File: src/rtl/uart_rx.sv
// uart_rx: oversampling UART receiver.
// Frame: start bit, width data bits LSB first, optional parity bit, one stop bit.
// Each bit is majority-voted from three samples taken around the bit centre.
// Good frames load P_data and pulse Data_valid. Bad frames pulse Par_err and/or
// Stop_err instead, and P_data keeps its previous value.
module uart_rx #(
  parameter int width      = 8,
  parameter int OVERSAMPLE = 8
) (
  input  logic             clk,
  input  logic             rst,
  input  logic             RX_in,
  input  logic             Par_en,
  input  logic             Par_type,
  output logic [width-1:0] P_data,
  output logic             Data_valid,
  output logic             Par_err,
  output logic             Stop_err,
  output logic             Busy
);

  localparam int CW = (OVERSAMPLE > 1) ? $clog2(OVERSAMPLE) : 1;
  localparam int BW = (width > 1) ? $clog2(width) : 1;

  localparam logic [CW-1:0] EDGE_LAST = CW'(OVERSAMPLE - 1);
  localparam logic [CW-1:0] SMP_EARLY = CW'(OVERSAMPLE / 2 - 1);
  localparam logic [CW-1:0] SMP_MID   = CW'(OVERSAMPLE / 2);
  localparam logic [CW-1:0] SMP_LATE  = CW'(OVERSAMPLE / 2 + 1);
  localparam logic [BW-1:0] BIT_LAST  = BW'(width - 1);

  typedef enum logic [2:0] {
    IDLE   = 3'd0,
    START  = 3'd1,
    DATA   = 3'd2,
    PARITY = 3'd3,
    STOP   = 3'd4
  } state_t;

  // 2-of-3 majority vote of the bit-centre samples
  function automatic logic majority3(input logic [2:0] s);
    return (s[0] & s[1]) | (s[0] & s[2]) | (s[1] & s[2]);
  endfunction

  // Even parity (XOR reduction) of a data word
  function automatic logic parity_of(input logic [width-1:0] d);
    return ^d;
  endfunction

  state_t           state_q, state_d;
  logic [CW-1:0]    edge_cnt_q, edge_cnt_d;
  logic [BW-1:0]    bit_cnt_q, bit_cnt_d;
  logic [width-1:0] shift_q, shift_d;
  logic [2:0]       smp_q, smp_d;
  logic             par_en_q, par_en_d;
  logic             par_type_q, par_type_d;
  logic             par_bad_q, par_bad_d;
  logic [width-1:0] p_data_q, p_data_d;
  logic             data_valid_q, data_valid_d;
  logic             par_err_q, par_err_d;
  logic             stop_err_q, stop_err_d;
  logic             busy_q, busy_d;
  logic             sync1_q, sync2_q;

  logic             rx_s;
  logic             bit_end_s;
  logic             voted_s;
  logic [2:0]       vote_in_s;

  assign rx_s      = sync2_q;
  assign bit_end_s = (edge_cnt_q == EDGE_LAST);

  // The late sample may coincide with the end-of-bit cycle for small
  // oversampling ratios, so the vote uses the live line value in that case.
  assign vote_in_s = {((edge_cnt_q == SMP_LATE) ? rx_s : smp_q[2]), smp_q[1], smp_q[0]};
  assign voted_s   = majority3(vote_in_s);

  assign P_data     = p_data_q;
  assign Data_valid = data_valid_q;
  assign Par_err    = par_err_q;
  assign Stop_err   = stop_err_q;
  assign Busy       = busy_q;

  // Two-flop synchroniser on the serial line, idling high
  always_ff @(posedge clk or negedge rst) begin
    if (!rst) begin
      sync1_q <= 1'b1;
      sync2_q <= 1'b1;
    end else begin
      sync1_q <= RX_in;
      sync2_q <= sync1_q;
    end
  end

  // Next-state logic: bit timing, sampling, frame FSM and output strobes
  always_comb begin
    state_d      = state_q;
    edge_cnt_d   = edge_cnt_q;
    bit_cnt_d    = bit_cnt_q;
    shift_d      = shift_q;
    smp_d        = smp_q;
    par_en_d     = par_en_q;
    par_type_d   = par_type_q;
    par_bad_d    = par_bad_q;
    p_data_d     = p_data_q;
    data_valid_d = 1'b0;
    par_err_d    = 1'b0;
    stop_err_d   = 1'b0;

    if (state_q != IDLE) begin
      if (bit_end_s) begin
        edge_cnt_d = {CW{1'b0}};
      end else begin
        edge_cnt_d = edge_cnt_q + CW'(1);
      end
      case (edge_cnt_q)
        SMP_EARLY: smp_d[0] = rx_s;
        SMP_MID:   smp_d[1] = rx_s;
        SMP_LATE:  smp_d[2] = rx_s;
        default:   smp_d    = smp_q;
      endcase
    end else begin
      edge_cnt_d = {CW{1'b0}};
    end

    case (state_q)
      IDLE: begin
        if (!rx_s) begin
          // The detect cycle is edge 0 of the start bit.
          state_d    = START;
          edge_cnt_d = CW'(1);
          bit_cnt_d  = {BW{1'b0}};
          par_en_d   = Par_en;
          par_type_d = Par_type;
          par_bad_d  = 1'b0;
        end else begin
          state_d = IDLE;
        end
      end
      START: begin
        if (bit_end_s) begin
          if (voted_s) begin
            state_d = IDLE;
          end else begin
            state_d   = DATA;
            bit_cnt_d = {BW{1'b0}};
          end
        end else begin
          state_d = START;
        end
      end
      DATA: begin
        if (bit_end_s) begin
          shift_d = {voted_s, shift_q[width-1:1]};
          if (bit_cnt_q == BIT_LAST) begin
            bit_cnt_d = {BW{1'b0}};
            if (par_en_q) begin
              state_d = PARITY;
            end else begin
              state_d = STOP;
            end
          end else begin
            bit_cnt_d = bit_cnt_q + BW'(1);
          end
        end else begin
          state_d = DATA;
        end
      end
      PARITY: begin
        if (bit_end_s) begin
          par_bad_d = voted_s ^ parity_of(shift_q) ^ par_type_q;
          state_d   = STOP;
        end else begin
          state_d = PARITY;
        end
      end
      STOP: begin
        if (bit_end_s) begin
          state_d    = IDLE;
          stop_err_d = ~voted_s;
          par_err_d  = par_bad_q;
          if (voted_s && !par_bad_q) begin
            p_data_d     = shift_q;
            data_valid_d = 1'b1;
          end else begin
            p_data_d = p_data_q;
          end
        end else begin
          state_d = STOP;
        end
      end
      default: begin
        state_d = IDLE;
      end
    endcase

    busy_d = (state_d != IDLE);
  end

  // Register FSM state, counters, datapath and all outputs
  always_ff @(posedge clk or negedge rst) begin
    if (!rst) begin
      state_q      <= IDLE;
      edge_cnt_q   <= {CW{1'b0}};
      bit_cnt_q    <= {BW{1'b0}};
      shift_q      <= {width{1'b0}};
      smp_q        <= 3'b111;
      par_en_q     <= 1'b0;
      par_type_q   <= 1'b0;
      par_bad_q    <= 1'b0;
      p_data_q     <= {width{1'b0}};
      data_valid_q <= 1'b0;
      par_err_q    <= 1'b0;
      stop_err_q   <= 1'b0;
      busy_q       <= 1'b0;
    end else begin
      state_q      <= state_d;
      edge_cnt_q   <= edge_cnt_d;
      bit_cnt_q    <= bit_cnt_d;
      shift_q      <= shift_d;
      smp_q        <= smp_d;
      par_en_q     <= par_en_d;
      par_type_q   <= par_type_d;
      par_bad_q    <= par_bad_d;
      p_data_q     <= p_data_d;
      data_valid_q <= data_valid_d;
      par_err_q    <= par_err_d;
      stop_err_q   <= stop_err_d;
      busy_q       <= busy_d;
    end
  end

endmodule

File: config.mk
export PLATFORM = sky130hd
export DESIGN_NAME = uart_rx
export DESIGN_NICKNAME = d
export VERILOG_FILES = /design/src/rtl/uart_rx.sv
export SDC_FILE = /design/constraint.sdc
export NUM_CORES = 1
export LEC_CHECK = 0
export ABC_AREA = 1
export CORE_AREA = 2 2 82 84
export DETAILED_ROUTE_END_ITERATION = 16
export DIE_AREA = 0 0 84 86
export PLACE_DENSITY = 0.49
export RECOVER_POWER = 25
export SYNTH_ARGS = -nofsm -noshare
export SYNTH_HDL_FRONTEND = slang
export SYNTH_SLANG_ARGS = --single-unit
File: constraint.sdc
create_clock -name clk -period 2.1 [get_ports clk]
set_input_delay 0.42 -clock clk [delete_from_list [all_inputs] [get_ports clk]]
set_output_delay 0.42 -clock clk [all_outputs]
set_load 0.02 [all_outputs]
# Word level (Yosys, flattened, before mapping)
# Cells that the tools add are included.
# Widths: inputs -> output; s select.
# word_totals
register_bits,37
in_bits,5
word_cells,87
# op_classes
n_addsub,2
n_eq_ne,14
n_mux,30
bitwise_logic,9
n_reduce_logical,15
# op_table
cell,n
$mux 3,15
$eq 3x3->1 const B,5
$pmux 3 s5,1
$mux 1,11
$ne 2x2->1 const B,5
$eq 3x2->1 const B,3
$pmux 3 s3,1
$reduce_bool 3->1,3
$reduce_and 2->1,4
$reduce_xor 8->1,1
$add 3x1->3 const B,2
$reduce_and 3->1,2
$reduce_and 5->1,1
$and 1x1->1,3
$eq 3x1->1 const B,1
$logic_not 3->1,1
$mux 2,1
$not 1->1,2
$or 1x1->1,2
$pmux 1 s2,1
$reduce_bool 2->1,1
$xor 1x1->1,2
$logic_and 1x1->1,1
$logic_not 1->1,1

# Longest topological paths before layout
# Gate-level depths: netlist (run 1).
# logic_depth
depth_word,9
depth_mapped,12
depth_no_buf,12

# Worst setup path after synthesis (run 1)
# OpenSTA, ideal clock, no wires.
# synth_timing
path_type,register to register
start,register edge_cnt_q[0]
end,register p_data_q[2] (netlist: P_data[2])
arrival_ns,1.426
required_time_ns,1.982
setup_slack_ns,0.556
stages_incl_launch_ff,10
period_less_slack_ns,1.544
path_cell_list,dfrtp_1 ha_1 ha_1 buf_4 inv_2 nor3_2 nand2_2 buf_6 nand2_2 o21ai_2
# synth_via
elab_chain_len,7
elab_cells_between_ends,9
cone_classes,2 x eq/ne; 1 x mux; 4 x bitwise; 2 x reduce/logical
# synth_rtl
item,line,rtl
"start, declared",50,"logic [CW-1:0] edge_cnt_q, edge_cnt_d;"
"start signal, assigned",203,edge_cnt_q <= {CW{1'b0}};
"start signal, assigned",217,edge_cnt_q <= edge_cnt_d;
$eq 3x3->1,74,"assign vote_in_s = {((edge_cnt_q == SMP_LATE) ? rx_s : smp_q[2]), smp_q[1], smp_q[0]};"
$mux 1,-,
$and 1x1->1,41,return (s[0] & s[1]) | (s[0] & s[2]) | (s[1] & s[2]);
$or 1x1->1 (2 in series),41,
$logic_and 1x1->1,181,if (voted_s && !par_bad_q) begin
$reduce_and 3->1 (no line) *,-,
"end signal, assigned",210,p_data_q <= {width{1'b0}};
"end signal, assigned",224,p_data_q <= p_data_d;
"end, declared",57,"logic [width-1:0] p_data_q, p_data_d;"
# Mark *: on every way between the ends. The rest lies on a longest branch, timed or not.
# A chain may end at the register's enable or synchronous reset.

# Worst setup path after layout (run 1)
# layout_timing
start,register p_data_q[1] (netlist: P_data[1])
end,output port P_data[1]
# layout_rtl
item,line,rtl
"end, declared",15,"output logic [width-1:0] P_data,"
# No word-level cell between the ends.

==> summary.md, run 1 <==
| Metric | Value |
|---|---|
| Status | finished, final reports clean |
| Setup Skew | 0.00927 ns |
| Clock tree buffer depth | 2 |
| Number of distinct library cells after synthesis | 30 |
| Root Driver | clkbuf_8 |
| CTS-repair resized insts | 0 |
| Simple-Gate Fraction of Synth Area | 0.252 |
| Ys async rst share | 1.00 |
| Worst setup path startpoint | P_data[1]$_DFFE_PN0P_ |
| Drt via density | 4.30 |
| Synth warn | 0 |
| Final worst-path cycle share | 0.801 |
| Final #Nets | 245 |
| Drt initial violations | 75 |
| Initial Util | 0.296 |
| Number of max-cap violations | 0 |
| Worst EP required | 1.68 ns |
| Switching share of power | 0.370 |
| Synth Area in Adders | 0.0472 |
| Core ar. | 0.00628 mm^2 |
| Leakage power | 1.05 nW |
| Die ar. | 0.00722 mm^2 |
| Worst setup SP type | flop |
| Routability cong. | 0.740 |
| Compound-Gate Fraction of Synth Area | 0.110 |
| Synth top area share | 0.432 |
| Crit-path slowest cell | clkdlybuf4s50_1 |
| Pwr dens | 979 mW/mm^2 |
| Final wirelength | 3430 um |
| Net switching power | 0.000793 W |
| Ant diodes | 0 |
| Synth area leaders | dfrtp_1 43%, nand2_1 13%, dfstp_2 7.1%, ha_1 4.7%, inv_1 4.5% |
| # setup viols final | 0 |
| Rel. slew slack | 0.311 |
| Synthesized Nets | 223 |
| Maximum vdd ir drop | 0.000323 V |
| Fin Setup TNS | 0 ns |
| Die H | 86 um |
| PortBufs | 16 |
| Layout Cells excl Fill | 311 |
| CTS tree | done |
| Filler cells | 661 |
| Max Freq | 595 MHz |
| Number of flops mapped to enable cells by yosys | 0 |
| Final hold viol count | 0 |
| Num ports | 17 |
| Fin. max-slew vios | 0 |
| Logic gate share of total power | 0.333 |
| Initial antenna violation count | 0 |
| CP cell instances | clkdlybuf4s50_1 |
| Crit path kind | flop to output pin |
| Mux contribution to synthesized area | 0.00809 |
| Cts hold-fix bufs | 0 |
| Largest area contributor in the netlist | dfrtp_1 |
| Clock slew at reported path FFs | 0.08 ns |
| Flops & latches, synth | 37 |
| Slowest stage delay, CP | 0.61 ns |
| ANT nets after route | 0 |
| Row count | 29 |
| Mapped cell area | 0.00186 mm^2 |
| Tmin final | 1.68 ns |
| Fin Hold WS | 0.290 ns |
| CTS Sinks | 37 |
| Data arrival time of the critical path | 1.26 ns |
| Vias in the first global route | 1314 |
| Worst path bufs/invs | 1 |
| Total power | 0.00214 W |
| CP max FO | 2 |
| Syn Inst Count | 211 |
| Via count | 1338 |
| Post-Syn Area per Cell | 8.79 um^2 |
| TritonCTS Buffers | 5 |
| First-pass GRT wire length | 6310 um |
| Pin count of the biggest net entering global routing | 20 |
| Setup crit end kind | output pin |
| Die width | 84 um |
| Seq pwr share | 0.439 |
| Total global routing track utilization | 0.112 |
| Placed Instances | 303 |
| Synth Area in XOR/XNOR | 0.00944 |
| Clk Latency, worst-skew pair | 0.29 ns |
| RSZ-0062 raised after global routing | no |
| Layout cell share with drive strength beyond 1 | 0.192 |
| WP depth | 1 |
| Most used DFF post-synth | dfrtp_1 |
| # DRC | 0 |
| Worst-Margin Slew | 1.03 ns |
| Clock share of power | 0.228 |
| R2R Setup Slk | 0.42 ns |
| Internal | 0.00135 W |
| HPWL Detailed | 2450 um |
| Routed length per instance | 11.0 um |
| RR Startpoint | edge_cnt_q[0]$_DFF_PN0_ |
| Top Family by Delay on Critical Path | buffers and inverters |
| H-tree depth | 2 |
| Register area share after synthesis | 0.502 |
| Combinational family with the most area after synthesis | simple AND/OR/NAND/NOR gates |
| Path depth of the worst reg2reg path | 8 |
| Remaining global-route overflow | 0 |
| Setup Fix Bufs, Post-CTS | 0 |
| Area growth syn-to-layout | 17.7% |
| Drt first pass iters | 4 |
| Hold Path Class | input pin to async pin |
==> sequential cells by signal (all words and copies together) (netlist names) <==
signal and flops:
rx_s 1, Data_valid 1, smp_q 3, par_bad_q 1, shift_q 8, edge_cnt_q 3, par_type_q 1, Stop_err 1
Par_err 1, Busy 1, state_q 3, P_data 8, sync1_q 1, par_en_q 1, bit_cnt_q 3
==> kinds of logic after synthesis <==
| family | count (synthesis) |
|---|---|
| DFF | 37 |
| AOI/OAI and AO/OA | 30 |
| xor gates and xnor gates | 2 |
| muxes | 1 |
| buffers and inverters | 31 |
| adders and majority gates | 7 |
| and+or+nand+nor | 103 |
==> layout by cell type (no fill, tap or decap), types with 3 or more instances in the layout <==
cell type,netlist,routed
dfstp_2,5,5
nor2_1,9,9
nand3_2,3,3
inv_2,5,5
o21ai_0,13,13
o21ai_1,3,3
o21ai_2,7,7
ha_1,7,7
nand2_1,66,66
clkbuf_8,0,5
clkdlybuf4s50_1,0,15
nand2_2,9,9
inv_1,22,22
nand3_1,10,10
dfrtp_1,32,32
==> metrics by stage <==
step           setup slack (ns)   util  area, um^2
2_1_floorplan             0.556      -        1860
3_3_place_gp              0.470  0.336        2110
3_5_place_dp              0.433  0.336        2110
4_1_cts                   0.380  0.349        2190
5_1_grt                  0.0921  0.348        2180
6_report                  0.418  0.348        2180
==> power by group through the flow <==
stage	sequential (W)	combinational [W]	clock (W)
detailed placement	0.000951	0.000720	0
global route	0.000961	0.000836	0.000542
CTS	0.000940	0.000722	0.000515
global placement	0.000951	0.000723	0
floorplan	0.000941	0.000560	0
finish	0.000940	0.000713	0.000487
==> worst reg2reg max path, cell delays in order, from the launching register on <==
cell,delay [ns]
dfrtp_1,0.39
ha_1,0.20
ha_1,0.19
inv_2,0.07
nor2_2,0.41
nand2_1,0.10
o311ai_1,0.12
nor2_1,0.07
nand2_1,0.06
==> Yosys cell counts (2+ instances only) <==
cell type	n
nor2_2	2
nand2_4	2
dfrtp_1	32
inv_1	22
ha_1	7
nand3_1	10
dfstp_2	5
a21oi_1	2
o21ai_0	13
inv_2	5
o21ai_1	3
nand3_2	3
nor2_1	9
nand2_2	9
o21ai_2	7
nand2_1	66
==> layer usage <==
metal | track usage | part of all wire | vias up | wire length, um
li1 | - | - | 709 | -
met1 | 0.150 | 0.52 | 601 | 1770
met2 | 0.167 | 0.43 | 23 | 1470
met3 | 0.0375 | 0.035 | 5 | 121
met4 | 0.0484 | 0.020 | 0 | 69
met5 | 0 | 0 | - | 0
==> area by class of cell <==
class / count / area [um^2] / area share
repair buffers: 18 / 174 / 0.0796
flip-flops and latches: 37 / 932 / 0.427
inverters: 28 / 108 / 0.0493
well taps: 77 / 96.3 / 0.0441
clock buffers: 6 / 72.6 / 0.0332
multi-input cells: 143 / 792 / 0.363
clock inverters: 2 / 10.0 / 0.00458
==> worst paths after layout <==
kind                                           to
max in group asynchronous  shift_q[6]$_DFFE_PN0P_
max reg2reg                        Busy$_DFF_PN0_
min reg2reg                        rx_s$_DFF_PN1_
min                        shift_q[4]$_DFFE_PN0P_
min in group clk                   rx_s$_DFF_PN1_
max                                     P_data[1]
Note: power is estimated with default switching activity, not from simulation.
==> run 2, diff against run 1 <==
==> constraint.sdc (replaced) <==
create_clock -name clk -period 1.7 [get_ports clk]
set_input_delay 0.34 -clock clk [delete_from_list [all_inputs] [get_ports clk]]
set_output_delay 0.34 -clock clk [all_outputs]
set_load 0.02 [all_outputs]
==> run 2 against run 1 <==
Net effect:
- via count grew 1.5%
- core utilization grew 0.68 points
- critical endpoint unchanged
- flip-flop and latch count is the same
==> summary.md, run 2 (synthesis gave the netlist of run 1 again) <==
| Metric | Value |
|---|---|
| PortBufs | 16 (unchanged) |
| Slowest stage delay, CP | 0.61 ns (about the same) |
| Rel. slew slack | 0.387 (+0.0757) |
| Worst EP required | 1.36 ns (-0.32 ns) |
| # DRC | 0 (unchanged) |
| Setup crit end kind | output pin |
| Ant diodes | 0 (unchanged) |
| ANT nets after route | 0 (unchanged) |
| Remaining global-route overflow | 0 (unchanged) |
| Num ports | 17 (unchanged) |
| RSZ-0062 raised after global routing | no |
| Commonest non-fill, non-tap cells in the layout | 66 x nand2_1, 32 x dfrtp_1, 22 x inv_1 |
| Data arrival time of the critical path | 1.27 ns (about the same) |
| Layout cell share with drive strength beyond 1 | 0.216 (+0.0238) |
| Cts hold-fix bufs | 0 (unchanged) |
| Routed length per instance | 10.5 um (-4.5%) |
| Number of max-cap violations | 0 (unchanged) |
| Row count | 29 (unchanged) |
| Worst setup SP type | flop |
| Drt first pass iters | 4 (unchanged) |
| Die ar. | 0.00722 mm^2 (unchanged) |
| CP cell instances | clkdlybuf4s50_1 |
| Clock slew at reported path FFs | 0.08 ns (about the same) |
| # setup viols final | 0 (unchanged) |
| Die H | 86 um (unchanged) |
| CTS tree | done |
| Die width | 84 um (unchanged) |
| HPWL Detailed | 2390 um (-2.5%) |
| Max Freq | 622 MHz |
| H-tree depth | 2 (unchanged) |
| Total global routing track utilization | 0.105 (-0.00685) |
| Hold Path Class | input pin to async pin |
| Worst-Margin Slew | 0.920 ns (-0.113 ns) |
| Metal2 WL | 1440 um (-1.9%) |
| Setup Skew | 0.00718 ns (-0.00210 ns) |
| Top Family by Delay on Critical Path | buffers and inverters |
| Area growth syn-to-layout | 20.0% |
| Leakage power | 1.07 nW (+1.6%) |
| TritonCTS Buffers | 5 (unchanged) |
| Met3 WL post-DR | 91 um (-25%) |
| Core ar. | 0.00628 mm^2 (unchanged) |
| Via count | 1358 (+1.5%) |
| Crit-path slowest cell | clkdlybuf4s50_1 |
| Final wirelength | 3300 um (-3.9%) |
| Worst path bufs/invs | 1 (unchanged) |
| Pin count of the biggest net entering global routing | 38 (+90%) |
| Final worst-path cycle share | 0.946 |
| Vias in the first global route | 1298 (-1.2%) |
| M1 WL | 1660 um (-6.3%) |
| Tmin final | 1.61 ns |
| Fin. max-slew vios | 0 (unchanged) |
| Fin Setup TNS | 0 ns (unchanged) |
| Drt initial violations | 67 (-11%) |
| Root Driver | clkbuf_8 |
| Clk Latency, worst-skew pair | 0.29 ns (about the same) |
| Clock tree buffer depth | 2 (unchanged) |
| CP max FO | 2 (unchanged) |
| Crit path kind | flop to output pin |
| Drt via density | 4.34 (+0.85%) |
| Top Metal Used | met4 |
| Maximum vdd ir drop | 0.000363 V (+12%) |
| Routability cong. | 0.735 (-0.76%) |
| First-pass GRT wire length | 5960 um (-5.6%) |
| Initial Util | 0.296 (unchanged) |
| Pwr dens | 1220 mW/mm^2 (+25%) |
| Final hold viol count | 0 (unchanged) |
| Initial antenna violation count | 0 (unchanged) |
| Commonest non-fill, non-tap cell in the layout | nand2_1 |
| Setup Fix Bufs, Post-CTS | 0 (unchanged) |
| Status | finished, final reports clean |
| Final #Nets | 247 (+0.82%) |
| CTS Sinks | 37 (unchanged) |
| Fin util | 0.355 (+0.00678) |
## run 2: power by group
group	internal [W]	leakage [nW]	switching, W
Sequential	0.00106	0.481	0.000106
Clock	0.000367	0.0542	0.000320
Combinational	0.000326	0.534	0.000544
## run 2: metrics by stage
step / std cells / instance area (um^2) / total power (W) / hold WS, ns / setup WS [ns]
after global routing: 313 / 2230 / 0.00297 / 0.339 / 0.00392
after floorplan: 211 / 1860 / 0.00185 / 0.0444 / 0.156
after CTS: 313 / 2230 / 0.00276 / 0.0959 / 0.0641
final: 313 / 2230 / 0.00272 / 0.251 / 0.0919
after detailed placement: 305 / 2130 / 0.00206 / 0.348 / 0.116
after global placement: 305 / 2130 / 0.00206 / 0.346 / 0.144
## run 2: path summary, 6_finish.rpt
| check | to | slack (ns) | from | depth (start not counted) |
|---|---|---|---|---|
| max | P_data[1] | 0.09 | P_data[1]$_DFFE_PN0P_ | 1 |
| max in group asynchronous | shift_q[5]$_DFFE_PN0P_ | 0.88 | rst | 2 |
| min reg2reg | rx_s$_DFF_PN1_ | 0.35 | sync1_q$_DFF_PN1_ | 0 |
| min | par_en_q$_DFFE_PN0P_ | 0.25 | rst | 2 |
| max reg2reg | bit_cnt_q[0]$_DFFE_PN0P_ | 0.15 | edge_cnt_q[0]$_DFF_PN0_ | 8 |
| min in group clk | rx_s$_DFF_PN1_ | 0.35 | sync1_q$_DFF_PN1_ | 0 |
## run 2: layout make-up
type	instances	area (um^2)
clock buffer	7	96.3
fill	636	4050
inverter	28	108
tap	77	96.3
multi-input combinational	143	795
sequential	37	932
timing repair buffer	20	195
clock inverter	1	5.00
## run 2: routing by layer
metal  GRT usage  vias to the layer above
met5           0                        -
met4      0.0660                        0
met3      0.0269                        7
met2       0.151                       17
met1       0.142                      616
li1            -                      718
## run 2: timing repair
item                       in CTS  in global routing
resized for setup               0                  1
hold endpoints to repair        0                  0
setup endpoints to repair       0                 12
